## config.mk

```make
export PLATFORM = sky130hd
export DESIGN_NAME = keysw_responder
export DESIGN_NICKNAME = d
export VERILOG_FILES = /design/src/rtl/keysw_responder.sv
export SDC_FILE = /design/constraint.sdc
export NUM_CORES = 1
export LEC_CHECK = 0
export CAP_MARGIN = 20
export CELL_PAD_IN_SITES_DETAIL_PLACEMENT = 1
export CELL_PAD_IN_SITES_GLOBAL_PLACEMENT = 1
export CORE_UTILIZATION = 45
export DETAILED_ROUTE_END_ITERATION = 7
export PLACE_DENSITY_LB_ADDON = 0.1
export SYNTH_ARGS = -nofsm -noshare
export SYNTH_HDL_FRONTEND = slang
export SYNTH_SLANG_ARGS = --single-unit
```

## constraint.sdc

```tcl
create_clock -name clk -period 2.8 [get_ports clk]
set_clock_uncertainty 0.15 [all_clocks]
set_input_delay 0.56 -clock clk [delete_from_list [all_inputs] [get_ports clk]]
set_output_delay 0.56 -clock clk [all_outputs]
set_load 0.03 [all_outputs]
```

## src/rtl/keysw_responder.sv

```systemverilog
// KEY/SW memory-mapped input responder: sync, debounce, sticky Ready/Overrun.
// Define KEYSW_IRQ_EN to add per-device interrupt enables and the irq output.
module keysw_responder #(
    parameter int                DBITS           = 32,
    parameter logic [DBITS-1:0]  ADDR_KDATA      = 'hF0000010,
    parameter logic [DBITS-1:0]  ADDR_SDATA      = 'hF0000014,
    parameter logic [DBITS-1:0]  ADDR_KCTRL      = 'hF0000110,
    parameter logic [DBITS-1:0]  ADDR_SCTRL      = 'hF0000114,
    parameter int                DEBOUNCE_CYCLES = 500000
) (
    input  logic             clk,
    input  logic             reset_n,
    input  logic [DBITS-1:0] addr,
    input  logic [DBITS-1:0] wrData,
    input  logic             wrEn,
    input  logic             rdEn,
    output logic [DBITS-1:0] rdData,
    output logic             hit,
    output logic             irq,
    input  logic [3:0]       KEY,
    input  logic [9:0]       SW
);

    localparam int            CW      = $clog2(DEBOUNCE_CYCLES);
    localparam logic [CW-1:0] CNT_MAX = CW'(DEBOUNCE_CYCLES - 1);

    logic [3:0]    k_meta;
    logic [3:0]    k_sync;
    logic [3:0]    k_data;
    logic [9:0]    s_meta;
    logic [9:0]    s_sync;
    logic [9:0]    s_deb;
    logic [9:0]    s_upd;
    logic [CW-1:0] s_cnt [10];

    logic k_ready, k_ovr, k_ie;
    logic s_ready, s_ovr, s_ie;
    logic k_ready_n, k_ovr_n;
    logic s_ready_n, s_ovr_n;

    logic hit_kd, hit_sd, hit_kc, hit_sc;
    logic k_load, s_load, k_store, s_store;
    logic k_event, s_event;
    logic unused_wr;

    assign hit_kd = (addr == ADDR_KDATA);
    assign hit_sd = (addr == ADDR_SDATA);
    assign hit_kc = (addr == ADDR_KCTRL);
    assign hit_sc = (addr == ADDR_SCTRL);
    assign hit    = hit_kd | hit_sd | hit_kc | hit_sc;

    assign k_load  = rdEn & hit_kd;
    assign s_load  = rdEn & hit_sd;
    assign k_store = wrEn & hit_kc;
    assign s_store = wrEn & hit_sc;

    assign unused_wr = ^wrData;

    // Buttons are active-low at the pin; synchronizer idles at released.
    always_ff @(posedge clk or negedge reset_n) begin
        if (!reset_n) begin
            k_meta <= 4'hF;
            k_sync <= 4'hF;
            k_data <= 4'h0;
            s_meta <= '0;
            s_sync <= '0;
        end else begin
            k_meta <= KEY;
            k_sync <= k_meta;
            k_data <= ~k_sync;
            s_meta <= SW;
            s_sync <= s_meta;
        end
    end

    assign k_event = (~k_sync != k_data);

    always_comb begin
        for (int i = 0; i < 10; i++) begin
            s_upd[i] = (s_sync[i] != s_deb[i]) && (s_cnt[i] == CNT_MAX);
        end
    end

    assign s_event = |s_upd;

    // A bit is accepted only after it has differed for DEBOUNCE_CYCLES cycles.
    always_ff @(posedge clk or negedge reset_n) begin
        if (!reset_n) begin
            s_deb <= '0;
            for (int i = 0; i < 10; i++) begin
                s_cnt[i] <= '0;
            end
        end else begin
            for (int i = 0; i < 10; i++) begin
                if (s_sync[i] == s_deb[i]) begin
                    s_cnt[i] <= '0;
                end else if (s_upd[i]) begin
                    s_deb[i] <= s_sync[i];
                    s_cnt[i] <= '0;
                end else begin
                    s_cnt[i] <= s_cnt[i] + CW'(1);
                end
            end
        end
    end

    // Event beats a same-edge data load; overrun set beats a clearing store.
    always_comb begin
        k_ready_n = k_event | (k_ready & ~k_load);
        k_ovr_n   = (k_event & k_ready & ~k_load)
                  | (k_ovr & ~(k_store & ~wrData[2]));
        s_ready_n = s_event | (s_ready & ~s_load);
        s_ovr_n   = (s_event & s_ready & ~s_load)
                  | (s_ovr & ~(s_store & ~wrData[2]));
    end

    always_ff @(posedge clk or negedge reset_n) begin
        if (!reset_n) begin
            k_ready <= 1'b0;
            k_ovr   <= 1'b0;
            s_ready <= 1'b0;
            s_ovr   <= 1'b0;
        end else begin
            k_ready <= k_ready_n;
            k_ovr   <= k_ovr_n;
            s_ready <= s_ready_n;
            s_ovr   <= s_ovr_n;
        end
    end

`ifdef KEYSW_IRQ_EN
    logic irq_q;

    always_ff @(posedge clk or negedge reset_n) begin
        if (!reset_n) begin
            k_ie  <= 1'b0;
            s_ie  <= 1'b0;
            irq_q <= 1'b0;
        end else begin
            if (k_store) begin
                k_ie <= wrData[8];
            end
            if (s_store) begin
                s_ie <= wrData[8];
            end
            irq_q <= (k_ready & k_ie) | (s_ready & s_ie);
        end
    end

    assign irq = irq_q;
`else
    assign k_ie = 1'b0;
    assign s_ie = 1'b0;
    assign irq  = 1'b0;
`endif

    function automatic logic [DBITS-1:0] ctrl_word(
        input logic ready,
        input logic ovr,
        input logic ie
    );
        logic [DBITS-1:0] w;
        w    = '0;
        w[0] = ready;
        w[2] = ovr;
        w[8] = ie;
        return w;
    endfunction

    always_comb begin
        rdData = '0;
        unique case (1'b1)
            hit_kd:  rdData[3:0] = k_data;
            hit_sd:  rdData[9:0] = s_deb;
            hit_kc:  rdData = ctrl_word(k_ready, k_ovr, k_ie);
            hit_sc:  rdData = ctrl_word(s_ready, s_ovr, s_ie);
            default: rdData = '0;
        endcase
    end

endmodule
```

Word-level counts from Yosys, hierarchy flattened
Index checks and enable logic that the tools add are counted.
{ "classes": {"n_bitwise": 37, "n_reduce_logical": 21, "add_sub_neg": 10, "muxes": 22, "eq_ne": 35} }
{ "ops": {"columns": ["cell", "count"], "rows": [
  ["19-bit 2-to-1 mux", 20],
  ["19-bit by 1-bit adder with 19-bit output (second input constant)", 10],
  ["19-bit equality test (second input constant)", 10],
  ["32-bit equality test (second input constant)", 4],
  ["2-bit AND reduction", 10],
  ["4-bit one-hot mux with 4 select lines", 1],
  ["1-bit NOT", 15],
  ["1-bit AND", 14],
  ["1-bit equality test", 10],
  ["1-bit logical AND", 10],
  ["1-bit != test", 10],
  ["10-bit OR reduction", 1],
  ["1-bit OR", 7],
  ["6-bit 2-to-1 mux", 1],
  ["4-bit != test", 1],
  ["4-bit NOT", 1]
]} }
{ "word_totals": {"register_bits": 236, "output_inout_bits": 34, "input_bits": 82, "word_cells": 154} }

Depth between registers and ports, before layout
Gate-level depths: netlist of the first run.
{ "depth": {"word_depth": 6, "mapped_depth": 8} }

Worst setup path after synthesis of the first run
Ideal clock, no wire load.
{ "synth_path": {"path_kind": "input -> output", "startpoint": "input addr[9]", "endpoint": "output rdData[4]", "path_stages": 5, "t_arrival_ps": 1869, "setup_slack_ps": 221, "path_cell_list": "nor4_1 > nand4_1 > or3_1 > nor2_1 > and2_1"} }
{ "synth_between": {"elab_chain_cells": 2} }
{ "synth_lines": {"columns": ["element", "line_no", "text"], "rows": [
  ["from (decl)", "13", "input logic [DBITS-1:0] addr,"],
  ["32-bit equality test", "47", "assign hit_sd = (addr == ADDR_SDATA);"],
  ["6-bit 2-to-1 mux", "172", "unique case (1'b1)"],
  ["to (decl)", "17", "output logic [DBITS-1:0] rdData,"]
]} }
No other way between the ends.

Worst setup path after layout of the first run
{ "layout_path": {"startpoint": "input addr[17]", "endpoint": "output rdData[4]"} }
The elaborated chain is that of the path after synthesis.

==> results of run 1 <==
-- cell type report --
type	instances	share of cell area, %
Tap cell	319	3.09
Clock buffer	41	6.10
Timing Repair Buffer	86	5.96
Multi-Input combinational cell	810	38.1
Sequential cell	236	45.8
Clock inverter	8	0.339
Inverter	22	0.639
-- worst max-delay path, delay by kind of cell --
family | cells | cell delay (ps)
and+or+nand+nor | 5 | 1230
buffers and inverters | 3 | 380
-- logic make-up after synthesis --
group           after synthesis
mux                          11
other cells                   1
xor+xnor                    179
compound gates               17
simple gates                570
flops                       236
fa+ha+maj                    10
buf+inv                      62
-- power groups by stage --
stage	clock network, W	logic, W	registers [W]
global placement	0	0.000344	0.00358
global route	0.00352	0.000386	0.00353
CTS	0.00340	0.000349	0.00353
floorplan	0	0.000180	0.00357
detailed placement	0	0.000353	0.00359
finish	0.00329	0.000342	0.00353
-- placed cells by master, fill, tap and decap left out, types with 7 or more instances in the layout --
cell               n
dfrtp_1          228
nor2_1           220
xor2_1           108
nand2_1           93
xnor2_1           71
nand3_1           67
nand4_1           43
clkbuf_16         27
and3_1            25
conb_1            23
buf_4             23
inv_1             22
clkdlybuf4s50_1   18
and4_1            15
nor4_1            15
nor3_1            15
buf_2             14
buf_6             11
ha_1              10
or4_1              9
and2_1             8
o21ai_0            8
clkbuf_1           8
dfstp_2            8
nor2b_1            7
or3_1              7
mux2_2             7
clkinv_2           7
-- state kept, by name, indices dropped and copies added (netlist names) --
register	flops
k_meta	4
k_ready	1
s_meta	10
s_ovr	1
k_data	4
s_ready	1
k_ovr	1
k_sync	4
s_deb	10
s_sync	10
s_cnt	190
-- routing by layer --
metal / part of all wire [%] / track usage [%]
met5: 0 / 0
met4: 2.0 / 4.95
met3: 2.9 / 2.74
met2: 48 / 34.6
met1: 47 / 27.5
-- path summary, 6_finish.rpt --
kind	start	end	slack (ps)	cells after the start
setup / recovery	addr[17]	rdData[4]	-70	8
hold / removal	s_meta[7]$_DFF_PN0_	s_sync[7]$_DFF_PN0_	200	0
setup reg to reg	s_cnt[107]$_DFF_PN0_	s_cnt[107]$_DFF_PN0_	240	5
hold reg to reg	s_meta[7]$_DFF_PN0_	s_sync[7]$_DFF_PN0_	200	0
max in group asynchronous	reset_n	k_meta[2]$_DFF_PN1_	1310	3
min in group asynchronous	reset_n	s_cnt[186]$_DFF_PN0_	390	2
-- stage by stage --
step	total power [W]	util (%)	instance area [µm²]	cells	setup WS, ps
2_1_floorplan	0.00375	-	11100	1108	221
3_3_place_gp	0.00393	50.7	12000	1472	-467
3_5_place_dp	0.00394	50.7	12000	1472	-534
4_1_cts	0.00728	54.4	12900	1522	-89.8
5_1_grt	0.00744	54.6	12900	1522	-138
6_report	0.00716	54.6	12900	1522	-65.3
-- timing repair --
item / CTS / global route
hold buffers: 1 / 0
hold endpoints to repair: 39 / 0
buffers inserted: 1 / 0
gates resized for setup: 114 / 15
endpoints found under the setup margin: 11 / 9
pin swaps: 18 / 7
==> flow_metrics.env, run 1 <==
export IMPL_wl_um=24200
export IMPL_pwr_share_comb_pct=4.8
export IMPL_synth_area_um2=11000
export IMPL_nets=1275
export IMPL_cts_tree="done"
export IMPL_ant_nets=0
export IMPL_start_kind="primary input"
export IMPL_dp_hpwl_um=16800
export IMPL_seq_power_share_pct=49.3
export IMPL_synthCells=1086
export IMPL_maxSlewViolCount=0
export IMPL_core_area_um2=23700
export IMPL_path_common_cell="buf_6"
export IMPL_fin_ws_ps=-65.3
export IMPL_cts_buffer_depth=3
export IMPL_vias_per_cell=5.15
export IMPL_antennaDiodeCount=0
export IMPL_synthArstFlopShare_pct=100
export IMPL_crit_chain="buf_6, nor4bb_4, nand4_1, or3_4, nor2_4, buf_12, and2_4, buf_6"
export IMPL_synth_area_leaders="dfrtp_1 (52%), xor2_1 (8.6%), nor2_1 (7.6%)"
export IMPL_clock_sinks=236
export IMPL_yosys_top_cells_count="dfrtp_1 (228), nor2_1 (223), xor2_1 (108)"
export IMPL_fmax_ghz=0.349
export IMPL_ir_worst_vdd_mv=0.470
export IMPL_drc=0
export IMPL_area_growth_synth_to_final_pct=17.7
export IMPL_final_setup_viol_count=6
export IMPL_max_stage_delay_ps=450
export IMPL_clkPwrFrac_pct=46.0
export IMPL_period_share_pct=102
export IMPL_wire_per_inst_um=15.9
export IMPL_synth_top_family_by_area="simple AND/OR/NAND/NOR gates"
export IMPL_grt_pass1_wl_um=41200
export IMPL_ctsRootBufferMaster="clkbuf_16"
export IMPL_grt_usage_pct=20.4
export IMPL_synth_compound_area_share_pct=0.866
export IMPL_hold_viol_final=0
export IMPL_finalCriticalPeriod_ps=2870
export IMPL_synth_top_area_share_pct=52.0
export IMPL_status="complete, but fails checks"
export IMPL_synthXorXnorAreaFrac_pct=14.3
export IMPL_synth_largest_area_cell="dfrtp_1"
export IMPL_p_per_area_nw_per_um2=554
export IMPL_cts_max_level=1
export IMPL_die_area_um2=25000
export IMPL_drt_initial_drc_count=361
export IMPL_vias=7844
export IMPL_cp_end_kind="primary output"
export IMPL_grt_max_degree=68
export IMPL_critPathMaxFanout=7
export IMPL_clk_pin_slew_ps=50
export IMPL_grt_pass1_vias=8444
export IMPL_min_path_type="reg -> reg"
export IMPL_die_y_um=158
export IMPL_switchingPower_w=0.00163
export IMPL_ys_seq_area_share_pct=53.9
export IMPL_drive_above_1_share_pct=12.1
export IMPL_finalSetupTns_ps=-368
export IMPL_place_congestion=0.744
export IMPL_cts_buffers=27
export IMPL_portBuffers=61
export IMPL_max_cap_viol_count=0
export IMPL_synthDistinctLibCells=43
export IMPL_ios=116
export IMPL_synth_edff_count=0
export IMPL_rows=56
export IMPL_p_int_w=0.00553
export IMPL_clk_latency_ps=540
export IMPL_fill_cells=2672
export IMPL_synth_warnings=0
export IMPL_relSlewSlack_pct=40.7
export IMPL_switching_share_pct=22.8
export IMPL_ys_seq_elements=236
export IMPL_dr_pass1_iters=4
export IMPL_crit_required_ps=2090
export IMPL_seqCellArea_um2=5920
export IMPL_synth_simple_gate_area_share_pct=25.4
export IMPL_synthFlopType="dfrtp_1"
export IMPL_arrival_ps=2160
export IMPL_crit_type="in -> out"
export IMPL_start_util_pct=46.3
export IMPL_fin_hold_ws_ps=197
export IMPL_avgSynthCellArea_um2=10.1
export IMPL_rsz0062_at_grt="true"
export IMPL_grt_ovfl_total=0
export IMPL_multi_input_area_um2=4920
export IMPL_tightest_slew_ps=881
export IMPL_grt_antenna_before_repair=0
export IMPL_die_w_um=158
export IMPL_cp_slowest_cell="or3_4"
export IMPL_yosysMostFrequentCell="dfrtp_1"
export IMPL_violations="setup timing"
export IMPL_synthMuxAreaShare_pct=1.31
export IMPL_power_leakage_nw=5.71
export IMPL_synthAdderAreaFrac_pct=1.14
Note: power is estimated with default switching activity, not from simulation.
==> run 2, diff against run 1 <==
Settings changed: CORE_UTILIZATION 45 to 46, CTS_BUF_LIST set to sky130_fd_sc_hd__clkbuf_4, HOLD_SLACK_MARGIN set to 0.05.
==> run 2 against run 1 <==
Compared with the run above: the flow now finishes without violations; clock power decreased by 9.7%; register-to-register slack got worse by 20 ps; die area down 2.1%; critical path type unchanged; critical endpoint is now rdData[7].
==> flow_metrics.env, run 2 (synthesized netlist as in run 1, its figures left out) <==
export IMPL_grt_pass1_wl_um=41300
export IMPL_rows=56
export IMPL_p_per_area_nw_per_um2=531
export IMPL_arrival_ps=2050
export IMPL_p_int_w=0.00519
export IMPL_hold_viol_final=0
export IMPL_cts_max_level=2
export IMPL_switchingPower_w=0.00165
export IMPL_fin_ws_ps=42.8
export IMPL_grt_pass1_vias=8627
export IMPL_max_cap_viol_count=0
export IMPL_portBuffers=61
export IMPL_finalCriticalPeriod_ps=2760
export IMPL_regMostFlops="s_cnt"
export IMPL_clk_latency_ps=690
export IMPL_power_leakage_nw=5.75
export IMPL_die_y_um=156
export IMPL_vias_per_cell=5.10
export IMPL_die_w_um=156
export IMPL_pwr_share_comb_pct=5.0
export IMPL_final_setup_viol_count=0
export IMPL_dp_slack_ps=-447
export IMPL_die_area_um2=24500
export IMPL_switching_share_pct=24.1
export IMPL_grt_antenna_before_repair=1
export IMPL_crit_required_ps=2090
export IMPL_seq_power_share_pct=51.5
export IMPL_ant_nets=0
export IMPL_period_share_pct=98.5
export IMPL_layout_common_cells="dfrtp_1 (228), nor2_1 (222), xor2_1 (108)"
export IMPL_area_growth_synth_to_final_pct=17.2
export IMPL_cts_buffer_depth=3
export IMPL_ctsRootBufferMaster="clkbuf_4"
export IMPL_grt_usage_pct=20.9
export IMPL_rsz0062_at_grt="true"
export IMPL_clock_sinks=236
export IMPL_seqCellArea_um2=5920
export IMPL_tightest_slew_ps=895
export IMPL_grt_max_degree=77
export IMPL_multi_input_area_um2=4920
export IMPL_r2r_slack_ps=220
export IMPL_critPathMaxFanout=7
export IMPL_dr_pass1_iters=4
export IMPL_wl_um=24000
export IMPL_grt_ovfl_total=0
export IMPL_status="finished clean"
export IMPL_largest_reg_flops=190
export IMPL_maxSlewViolCount=0
export IMPL_min_path_type="in -> reg"
export IMPL_nets=1308
export IMPL_ir_worst_vdd_mv=0.321
export IMPL_layout_commonest_cell="dfrtp_1"
export IMPL_cts_buffers=61
export IMPL_drt_initial_drc_count=316
export IMPL_start_kind="primary input"
export IMPL_dp_hpwl_um=16400
export IMPL_crit_type="in -> out"
export IMPL_fill_cells=2668
export IMPL_drc=0
export IMPL_ios=116
export IMPL_vias=8059
export IMPL_finalSetupTns_ps=0
export IMPL_clkPwrFrac_pct=43.5
export IMPL_start_util_pct=46.9
export IMPL_cts_tree="done"
export IMPL_clk_pin_slew_ps=70
export IMPL_drive_above_1_share_pct=16.0
export IMPL_core_area_um2=23400
export IMPL_cp_end_kind="primary output"
export IMPL_place_congestion=0.793
export IMPL_post_cts_setup_buffer_count=0
export IMPL_fmax_ghz=0.363
export IMPL_relSlewSlack_pct=39.8
export IMPL_wire_per_inst_um=15.2
==> run 2: changes by cell type in the layout (fill, tap and decap cells not counted), moves of 3 or more <==
cell | before | now
buf_6 | 11 | 14
clkbuf_4 | 0 | 100
clkbuf_8 | 6 | 0
clkinv_1 | 0 | 5
clkbuf_1 | 8 | 0
clkinv_2 | 7 | 0
nor4_2 | 4 | 1
clkbuf_16 | 27 | 0
buf_2 | 14 | 10
==> run 2: routing by layer <==
layer | share of wire (%) | wire [µm] | track usage, % | vias up
met5 | 0 | 0 | 0 | -
met1 | 46 | 11100 | 27.8 | 3985
met4 | 2.1 | 511 | 7.10 | 0
met3 | 4.3 | 1020 | 3.79 | 47
met2 | 47 | 11300 | 34.3 | 137
li1 | - | - | - | 3890
==> run 2: worst paths after layout <==
path | startpoint | cells after the start | endpoint
worst max-delay path | addr[13] | 8 | rdData[7]
worst min-delay path | KEY[2] | 1 | k_meta[2]$_DFF_PN1_
worst max register to register | s_cnt[107]$_DFF_PN0_ | 5 | s_cnt[103]$_DFF_PN0_
worst min register to register | s_meta[2]$_DFF_PN0_ | 0 | s_sync[2]$_DFF_PN0_
max in group asynchronous | reset_n | 3 | k_meta[2]$_DFF_PN1_
min in group asynchronous | reset_n | 2 | s_cnt[161]$_DFF_PN0_
==> run 2: power by group through the flow <==
stage | sequential (W) | combinational (W) | clock, W
floorplan | 0.00357 | 0.000180 | 0
global placement | 0.00358 | 0.000341 | 0
detailed placement | 0.00359 | 0.000350 | 0
CTS | 0.00352 | 0.000342 | 0.00310
global route | 0.00353 | 0.000390 | 0.00325
finish | 0.00352 | 0.000342 | 0.00297
==> run 2: timing repair <==
| action | in CTS | in global routing |
|---|---|---|
| endpoints found under the hold margin | 62 | 0 |
| resized for setup | 98 | 24 |
| setup endpoints to repair | 10 | 6 |
| hold buffers | 1 | 0 |
| pin swaps | 13 | 10 |
==> run 2: worst max-delay path, cell delays in order <==
cell and delay, ps:
buf_6 100, nor4_4 270, nand4_1 150, or3_4 430
nor2_4 100, buf_8 150, and2_4 160, buf_6 120
==> run 2: area by class of cell <==
class | count | area share (%)
antenna | 1 | 0.0195
clock buffer | 100 | 5.84
clock inverter | 6 | 0.204
inverter | 22 | 0.642
multi-input combinational | 810 | 38.2
sequential | 236 | 46.0
tap | 319 | 3.10
timing repair buffer | 85 | 5.97
==> run 2: per-stage QoR <==
stage	cell area, µm²	hold WS, ps	total power (W)	utilization, %	cells
final	12900	143	0.00683	55.0	1579
after global routing	12900	91.2	0.00717	55.0	1579
after CTS	12800	58.8	0.00696	54.6	1578
after detailed placement	12000	186	0.00394	51.2	1471
after global placement	12000	183	0.00392	51.2	1471
after floorplan	11100	114	0.00375	-	1108
==> run 3, diff against run 2 <==
Settings changed: CAP_MARGIN 20 to not set.
==> results of run 3 <==
No change in the layout: final DEF, timing and power equal those of run 2.
